`src/rtl/mem_arbiter_if.sv`:
```
// mem_arbiter_if
//   Groups the requester handshakes (IF port, MEM port), the external memory
//   bus and the pipeline stall outputs of mem_arbiter.
//   master : arbiter view. It drives ready/read data, the bus command and the stalls.
//   slave  : environment view. It covers the requesters and the memory device.
interface mem_arbiter_if #(
    parameter int ADDR_WIDTH = 32,
    parameter int DATA_WIDTH = 32
);
    logic                  if_read_enable;
    logic [ADDR_WIDTH-1:0] if_read_address;
    logic [DATA_WIDTH-1:0] if_read_data;
    logic                  if_ready;

    logic                  mem_read_enable;
    logic [ADDR_WIDTH-1:0] mem_read_address;
    logic                  mem_write_enable;
    logic [ADDR_WIDTH-1:0] mem_write_address;
    logic [3:0]            mem_write_select;
    logic [DATA_WIDTH-1:0] mem_write_data;
    logic [DATA_WIDTH-1:0] mem_read_data;
    logic                  mem_ready;

    logic                  bus_request;
    logic                  bus_write_enable;
    logic [ADDR_WIDTH-1:0] bus_address;
    logic [3:0]            bus_write_select;
    logic [DATA_WIDTH-1:0] bus_write_data;
    logic [DATA_WIDTH-1:0] bus_read_data;
    logic                  bus_ack;

    logic                  stall_if;
    logic                  stall_mem;

    modport master (
        input  if_read_enable, if_read_address,
        output if_read_data, if_ready,
        input  mem_read_enable, mem_read_address, mem_write_enable,
        input  mem_write_address, mem_write_select, mem_write_data,
        output mem_read_data, mem_ready,
        output bus_request, bus_write_enable, bus_address, bus_write_select, bus_write_data,
        input  bus_read_data, bus_ack,
        output stall_if, stall_mem
    );

    modport slave (
        output if_read_enable, if_read_address,
        input  if_read_data, if_ready,
        output mem_read_enable, mem_read_address, mem_write_enable,
        output mem_write_address, mem_write_select, mem_write_data,
        input  mem_read_data, mem_ready,
        input  bus_request, bus_write_enable, bus_address, bus_write_select, bus_write_data,
        output bus_read_data, bus_ack,
        input  stall_if, stall_mem
    );
endinterface

```
`src/rtl/mem_arbiter.sv`:
```
// mem_arbiter
//   Shares one external memory bus between instruction fetch (word reads) and
//   the data-memory stage (reads/writes with byte lanes). MEM has fixed
//   priority over IF. The bus command is registered when a request is granted.
//   It is held until bus_ack. Completion is reported with a one-cycle ready
//   pulse and registered read data.
//
// Ports
//   clock          rising-edge clock
//   reset          asynchronous, active-low
//   arb            mem_arbiter_if.master (IF/MEM handshakes, bus, stalls)
//   watchdog_error sticky bus-timeout flag (0 unless watchdog built in)
//
// Optional feature
//   MEM_ARB_WATCHDOG_EN: abort a bus cycle after TIMEOUT_CYCLES grant cycles
//   without bus_ack. The granted port then gets ready with read data 0.
//
// state     | meaning
// ----------+-----------------------------------------------
// IDLE      | no bus cycle; arbitrating (MEM over IF)
// GRANT_MEM | bus cycle for the MEM port, waiting for bus_ack
// GRANT_IF  | bus cycle for the IF port, waiting for bus_ack
module mem_arbiter #(
    parameter int ADDR_WIDTH     = 32,
    parameter int DATA_WIDTH     = 32,
    parameter int TIMEOUT_CYCLES = 255
) (
    input  logic          clock,
    input  logic          reset,
    mem_arbiter_if.master arb,
    output logic          watchdog_error
);

    if (TIMEOUT_CYCLES < 1) begin : g_timeout_check
        $error("TIMEOUT_CYCLES must be at least 1");
    end

    typedef enum logic [1:0] {
        IDLE      = 2'd0,
        GRANT_MEM = 2'd1,
        GRANT_IF  = 2'd2
    } state_t;

    state_t                state_q, state_d;
    logic                  bus_we_q;
    logic [ADDR_WIDTH-1:0] bus_addr_q;
    logic [3:0]            bus_sel_q;
    logic [DATA_WIDTH-1:0] bus_wdata_q;
    logic [DATA_WIDTH-1:0] if_rdata_q;
    logic [DATA_WIDTH-1:0] mem_rdata_q;
    logic                  if_ready_q;
    logic                  mem_ready_q;

    logic                  mem_req;
    logic                  if_req;
    logic                  load_mem;
    logic                  load_if;
    logic                  done;
    logic                  timeout;

    // A port whose ready pulse is high this cycle is still holding its old
    // request, so it is kept out of arbitration for that cycle.
    assign mem_req = (arb.mem_read_enable | arb.mem_write_enable) & ~mem_ready_q;
    assign if_req  = arb.if_read_enable & ~if_ready_q;

`ifdef MEM_ARB_WATCHDOG_EN
    localparam int WD_WIDTH = ($clog2(TIMEOUT_CYCLES + 1) < 8) ? 8 : $clog2(TIMEOUT_CYCLES + 1);

    logic [WD_WIDTH-1:0] wd_count_q;
    logic                wd_error_q;

    // The counter holds the number of ack-less grant cycles already spent.
    // The cycle that would make it TIMEOUT_CYCLES ends the bus cycle instead.
    assign timeout = (state_q != IDLE) && !arb.bus_ack &&
                     (wd_count_q == WD_WIDTH'(TIMEOUT_CYCLES - 1));

    always_ff @(posedge clock or negedge reset) begin
        if (!reset) begin
            wd_count_q <= '0;
            wd_error_q <= 1'b0;
        end else begin
            if (load_mem || load_if) begin
                wd_count_q <= '0;
            end else if ((state_q != IDLE) && !arb.bus_ack) begin
                wd_count_q <= wd_count_q + WD_WIDTH'(1);
            end
            if (timeout) begin
                wd_error_q <= 1'b1;
            end
        end
    end

    assign watchdog_error = wd_error_q;
`else
    assign timeout        = 1'b0;
    assign watchdog_error = 1'b0;
`endif

    always_comb begin
        state_d  = state_q;
        load_mem = 1'b0;
        load_if  = 1'b0;
        done     = 1'b0;
        case (state_q)
            IDLE: begin
                if (mem_req) begin
                    load_mem = 1'b1;
                    state_d  = GRANT_MEM;
                end else if (if_req) begin
                    load_if = 1'b1;
                    state_d = GRANT_IF;
                end
            end
            GRANT_MEM, GRANT_IF: begin
                if (arb.bus_ack || timeout) begin
                    done    = 1'b1;
                    state_d = IDLE;
                end
            end
            default: state_d = IDLE;
        endcase
    end

    always_ff @(posedge clock or negedge reset) begin
        if (!reset) begin
            state_q     <= IDLE;
            bus_we_q    <= 1'b0;
            bus_addr_q  <= '0;
            bus_sel_q   <= 4'b0000;
            bus_wdata_q <= '0;
            if_rdata_q  <= '0;
            mem_rdata_q <= '0;
            if_ready_q  <= 1'b0;
            mem_ready_q <= 1'b0;
        end else begin
            state_q     <= state_d;
            if_ready_q  <= done && (state_q == GRANT_IF);
            mem_ready_q <= done && (state_q == GRANT_MEM);

            // A write wins when MEM asserts both directions. Reads drive zero
            // lanes and zero data so the bus never shows stale write values.
            if (load_mem) begin
                bus_we_q    <= arb.mem_write_enable;
                bus_addr_q  <= arb.mem_write_enable ? arb.mem_write_address : arb.mem_read_address;
                bus_sel_q   <= arb.mem_write_enable ? arb.mem_write_select : 4'b0000;
                bus_wdata_q <= arb.mem_write_enable ? arb.mem_write_data : '0;
            end else if (load_if) begin
                bus_we_q    <= 1'b0;
                bus_addr_q  <= arb.if_read_address;
                bus_sel_q   <= 4'b0000;
                bus_wdata_q <= '0;
            end

            if (done && (state_q == GRANT_IF)) begin
                if_rdata_q <= timeout ? '0 : arb.bus_read_data;
            end
            if (done && (state_q == GRANT_MEM) && !bus_we_q) begin
                mem_rdata_q <= timeout ? '0 : arb.bus_read_data;
            end
        end
    end

    assign arb.bus_request      = (state_q != IDLE);
    assign arb.bus_write_enable = bus_we_q;
    assign arb.bus_address      = bus_addr_q;
    assign arb.bus_write_select = bus_sel_q;
    assign arb.bus_write_data   = bus_wdata_q;

    assign arb.if_read_data  = if_rdata_q;
    assign arb.if_ready      = if_ready_q;
    assign arb.mem_read_data = mem_rdata_q;
    assign arb.mem_ready     = mem_ready_q;

    assign arb.stall_mem = (arb.mem_read_enable | arb.mem_write_enable) & ~mem_ready_q;
    assign arb.stall_if  = arb.if_read_enable & ~if_ready_q;

endmodule
```
`src/flat_wrapper.sv`:
```
// flat-port wrapper written by rule: the top's interface ports become plain ports
module mem_arbiter_flat 
#(
    parameter int ADDR_WIDTH     = 32,
    parameter int DATA_WIDTH     = 32,
    parameter int TIMEOUT_CYCLES = 255
)
  (clock, reset, watchdog_error, arb_if_read_enable, arb_if_read_address, arb_if_read_data, arb_if_ready, arb_mem_read_enable, arb_mem_read_address, arb_mem_write_enable, arb_mem_write_address, arb_mem_write_select, arb_mem_write_data, arb_mem_read_data, arb_mem_ready, arb_bus_request, arb_bus_write_enable, arb_bus_address, arb_bus_write_select, arb_bus_write_data, arb_bus_read_data, arb_bus_ack, arb_stall_if, arb_stall_mem);
  mem_arbiter_if #(.ADDR_WIDTH(ADDR_WIDTH), .DATA_WIDTH(DATA_WIDTH)) arb_i ();
  input  logic clock;
  input  logic reset;
  output logic watchdog_error;
  input wire logic [$bits(arb_i.if_read_enable)-1:0] arb_if_read_enable;
  input wire logic [$bits(arb_i.if_read_address)-1:0] arb_if_read_address;
  output wire logic [$bits(arb_i.if_read_data)-1:0] arb_if_read_data;
  output wire logic [$bits(arb_i.if_ready)-1:0] arb_if_ready;
  input wire logic [$bits(arb_i.mem_read_enable)-1:0] arb_mem_read_enable;
  input wire logic [$bits(arb_i.mem_read_address)-1:0] arb_mem_read_address;
  input wire logic [$bits(arb_i.mem_write_enable)-1:0] arb_mem_write_enable;
  input wire logic [$bits(arb_i.mem_write_address)-1:0] arb_mem_write_address;
  input wire logic [$bits(arb_i.mem_write_select)-1:0] arb_mem_write_select;
  input wire logic [$bits(arb_i.mem_write_data)-1:0] arb_mem_write_data;
  output wire logic [$bits(arb_i.mem_read_data)-1:0] arb_mem_read_data;
  output wire logic [$bits(arb_i.mem_ready)-1:0] arb_mem_ready;
  output wire logic [$bits(arb_i.bus_request)-1:0] arb_bus_request;
  output wire logic [$bits(arb_i.bus_write_enable)-1:0] arb_bus_write_enable;
  output wire logic [$bits(arb_i.bus_address)-1:0] arb_bus_address;
  output wire logic [$bits(arb_i.bus_write_select)-1:0] arb_bus_write_select;
  output wire logic [$bits(arb_i.bus_write_data)-1:0] arb_bus_write_data;
  input wire logic [$bits(arb_i.bus_read_data)-1:0] arb_bus_read_data;
  input wire logic [$bits(arb_i.bus_ack)-1:0] arb_bus_ack;
  output wire logic [$bits(arb_i.stall_if)-1:0] arb_stall_if;
  output wire logic [$bits(arb_i.stall_mem)-1:0] arb_stall_mem;
  assign arb_i.if_read_enable = arb_if_read_enable;
  assign arb_i.if_read_address = arb_if_read_address;
  assign arb_if_read_data = arb_i.if_read_data;
  assign arb_if_ready = arb_i.if_ready;
  assign arb_i.mem_read_enable = arb_mem_read_enable;
  assign arb_i.mem_read_address = arb_mem_read_address;
  assign arb_i.mem_write_enable = arb_mem_write_enable;
  assign arb_i.mem_write_address = arb_mem_write_address;
  assign arb_i.mem_write_select = arb_mem_write_select;
  assign arb_i.mem_write_data = arb_mem_write_data;
  assign arb_mem_read_data = arb_i.mem_read_data;
  assign arb_mem_ready = arb_i.mem_ready;
  assign arb_bus_request = arb_i.bus_request;
  assign arb_bus_write_enable = arb_i.bus_write_enable;
  assign arb_bus_address = arb_i.bus_address;
  assign arb_bus_write_select = arb_i.bus_write_select;
  assign arb_bus_write_data = arb_i.bus_write_data;
  assign arb_i.bus_read_data = arb_bus_read_data;
  assign arb_i.bus_ack = arb_bus_ack;
  assign arb_stall_if = arb_i.stall_if;
  assign arb_stall_mem = arb_i.stall_mem;
  mem_arbiter #(.ADDR_WIDTH(ADDR_WIDTH), .DATA_WIDTH(DATA_WIDTH), .TIMEOUT_CYCLES(TIMEOUT_CYCLES)) u_core (.clock(clock), .reset(reset), .arb(arb_i), .watchdog_error(watchdog_error));
endmodule
```
`config.mk`:
```
export PLATFORM = sky130hd
export DESIGN_NAME = mem_arbiter_flat
export DESIGN_NICKNAME = d
export VERILOG_FILES = /design/src/rtl/mem_arbiter_if.sv /design/src/rtl/mem_arbiter.sv /design/src/flat_wrapper.sv
export SDC_FILE = /design/constraint.sdc
export NUM_CORES = 1
export LEC_CHECK = 0
export CAP_MARGIN = 30
export CORE_MARGIN = 4
export CORE_UTILIZATION = 25
export CTS_BUF_LIST = sky130_fd_sc_hd__clkbuf_4
export CTS_CLUSTER_DIAMETER = 120
export CTS_CLUSTER_SIZE = 12
export DETAILED_ROUTE_END_ITERATION = 16
export PLACE_DENSITY = 0.63
export SLEW_MARGIN = 20
export SYNTH_ARGS = -nofsm -noshare
export SYNTH_HDL_FRONTEND = slang
export SYNTH_SLANG_ARGS = --single-unit
```
`constraint.sdc`:
```
create_clock -name clock -period 2.1 [get_ports clock]
set_input_delay 0.21 -clock clock [delete_from_list [all_inputs] [get_ports clock]]
set_output_delay 0.21 -clock clock [all_outputs]
set_load 0.02 [all_outputs]
```
==> results.py <==
metrics = {
    "synth": {
        "ys_ff_latch": 137,
        "synthTopCellsByArea": "dfrtp_1 (60%), mux2_2 (12%), a22o_1 (5.5%), a2bb2oi_1 (5.1%), o2bb2ai_1 (4.9%)",
        "ys_types": 28,
        "synth_area_mm2": 0.00571,
        "synth_adder_area_share_pct": 0.657,
        "async_flop_share_pct": 100,
        "synth_compound_area_share_pct": 21.5,
        "yosys.area_share.simple_pct": 1.42,
        "synthCells": 400,
        "syn_avg_cell_area_um2": 14.3,
        "seq_area_frac_synth_pct": 60.0,
        "yosysTopAreaCell": "dfrtp_1",
        "syn-num-nets": 573,
        "synth_edf_count": 0,
        "synth_top_area_share_pct": 60.0,
        "synth_top_family_by_area": "compound AO/OA/AOI/OAI gates",
        "synth_xor_area_share_pct": 0,
        "ys.flop_type": "dfrtp_1",
        "yosys_warnings": 0,
        "synthMuxAreaShare_pct": 12.6,
    },
    "critical_path": {
        "criticalPathCategory": "reg2out",
        "cp.required_ns": 1.89,
        "path_max_fanout": 5,
        "start_kind": "flop",
        "arrival_ns": 1.69,
        "cp-end-kind": "output port",
    },
    "cts": {
        "cts_made_buffers": 17,
        "clkTransAtPathRegs_ns": 0.15,
        "postCtsSetupBuffers": 0,
        "insertion_delay_ns": 0.53,
        "cts_tree": "yes",
        "root_buffer": "clkbuf_4",
        "cts_max_path_buffers": 2,
        "cts.sinks": 137,
        "cts_htree_levels": 4,
    },
    "routing": {
        "vias": 4772,
        "via_per_inst": 4.73,
        "drt_iter0_markers": 171,
        "wl_per_cell_um": 19.1,
        "wl_um": 19300,
        "post-route-drc-count": 0,
        "dr.pass1.iters": 4,
        "antenna_left": 0,
    },
    "floorplan": {
        "io_pins": 309,
        "dieArea_mm2": 0.0253,
        "start_util_pct": 25.3,
        "rows": 55,
        "die_w_um": 159,
        "core_mm2": 0.0226,
        "die_y_um": 159,
    },
    "global_routing": {
        "grt_overflow": 0,
        "use_met1_pct": 18.2,
        "grt_antenna_before_repair": 1,
        "grt_pass1_wl_um": 30300,
        "grt_max_degree": 45,
        "grt_util_met3_pct": 7.27,
        "top_usage_layer": "met2",
        "grt_pass1_vias": 5184,
        "grt.total_usage_pct": 14.9,
        "grt.met2_usage_pct": 23.9,
    },
    "timing": {
        "relSlewSlack_pct": 62.8,
        "post-route-worst-setup-slack_ns": 0.199,
        "clock.fmax_ghz": 0.526,
        "finalSetupViolations": 0,
        "clock_skew_ns": 0.0261,
        "slew_violations": 0,
        "worst_pin_slew_ns": 0.558,
        "period_minus_slack_ns": 1.90,
        "hold_viol": 0,
        "fin_crit_sh_pct": 90.5,
        "setup_tns_ns": 0,
        "rsz0062_at_grt": "no",
    },
    "run_status": {
        "status": "completed",
    },
    "place": {
        "port_buffers": 307,
        "finalWeightedCongestion": 0.807,
        "hpwl_um": 14400,
        "place_inst": 975,
        "pre_cts_ws_ns": 0.109,
    },
    "run": {
        "cap_viol_max_count": 0,
    },
    "finish": {
        "fin_cells": 1009,
        "final_core_util_pct": 42.2,
        "layout.cells.most_common": "clkdlybuf4s50_1",
        "layout_common_cells": "clkdlybuf4s50_1 (302), dfrtp_1 (136), mux2_2 (63)",
        "final_layout_size_suffix_gt1_share_pct": 17.4,
        "areaGrowthSynthToFinish_pct": 67.0,
        "nNetsFinal": 883,
    },
    "min_path": {
        "hp-class": "in2async",
    },
    "power_and_ir_drop": {
        "ir_worst_vdd_mv": 0.725,
        "powerDensity_mw_per_mm2": 1460,
        "leakage_nw": 3.94,
    },
}
## repair_timing
action                                  4_1_cts  5_1_grt
endpoints found under the setup margin        4        1
gates resized for setup                       6        1
endpoints found under the hold margin       127        0
hold buffers                                  1        0
## through the flow
stage                     hold slack, ns  area (um^2)  power [W]
after floorplan                  -0.0856         5710    0.00841
after detailed placement           0.171         9210     0.0122
after global placement             0.183         9210     0.0121
final                              0.156         9530     0.0139
after CTS                          0.106         9530     0.0141
after global routing               0.120         9530     0.0148
## routing by layer
metal	vias to the layer above	wire length, um
met1	2367	8190
met4	0	293
met5	-	0
met2	203	8980
met3	17	1830
li1	2185	-
## cells in the mapped netlist, drive strengths merged, types with 2 or more instances
| cell | n |
|---|---|
| a21oi | 2 |
| inv | 5 |
| mux2 | 64 |
| nand2b | 5 |
| a22o | 36 |
| ha | 3 |
| o2bb2ai | 32 |
| dfrtp | 137 |
| o32ai | 32 |
| nor2 | 2 |
| clkbuf | 12 |
| a2bb2oi | 33 |
| o21ai | 2 |
| buf | 27 |
## worst paths after layout
check	start	endpoint	slack, ns	cells after the start
setup / recovery	u_core.state_q[0]	arb_bus_request	0.20	4
hold / removal	reset	u_core.arb.bus_address[3]	0.16	2
setup reg to reg	u_core.state_q[0]	u_core.arb.bus_write_data[26]	0.32	5
hold reg to reg	u_core.arb.bus_address[7]	u_core.arb.bus_address[7]	0.50	1
max in group asynchronous	reset	u_core.arb.bus_write_data[23]	1.26	3
min in group clock	arb_mem_write_data[5]	u_core.arb.bus_write_data[5]	0.26	2
## sequential cells by signal, indices dropped and copies added, names as in the netlist
name and cells:
u_core.arb.bus_write_enable 1, u_core.arb.bus_write_select 4, u_core.arb.bus_write_data 32, u_core.arb.mem_ready 1, u_core.arb.if_read_data 32, u_core.arb.bus_address 32
u_core.arb.if_ready 1, u_core.arb.mem_read_data 32, u_core.state_q 2
## kinds of logic after synthesis
group                      after synthesis
other                                    1
AOI/OAI and AO/OA                      140
DFF                                    137
adders and majority gates                3
muxes                                   64
and+or+nand+nor                         11
buffers and inverters                   44
## power by group
group | switching (W) | internal, W
clock | 0.00114 | 0.000754
combinational | 0.00366 | 0.00386
sequential | 0.000660 | 0.00385
total | 0.00546 | 0.00846
## final cells by class
cell class                      count  area (um^2)
Tap cell                          285          357
Fill cell                        2165        13000
Clock inverter                     15          180
Sequential cell                   137         3430
Antenna cell                        1         2.50
Multi-Input combinational cell    219         2080
Inverter                            5         18.8
Timing Repair Buffer              330         3340
Clock buffer                       17          128
## worst max-delay path: stages, from the launching register on
cell and delay, ns:
dfrtp_1 0.40, inv_1 0.11, ha_2 0.25, inv_1 0.07, dlygate4sd2_1 0.35
Note: power is estimated with default switching activity, not from simulation.
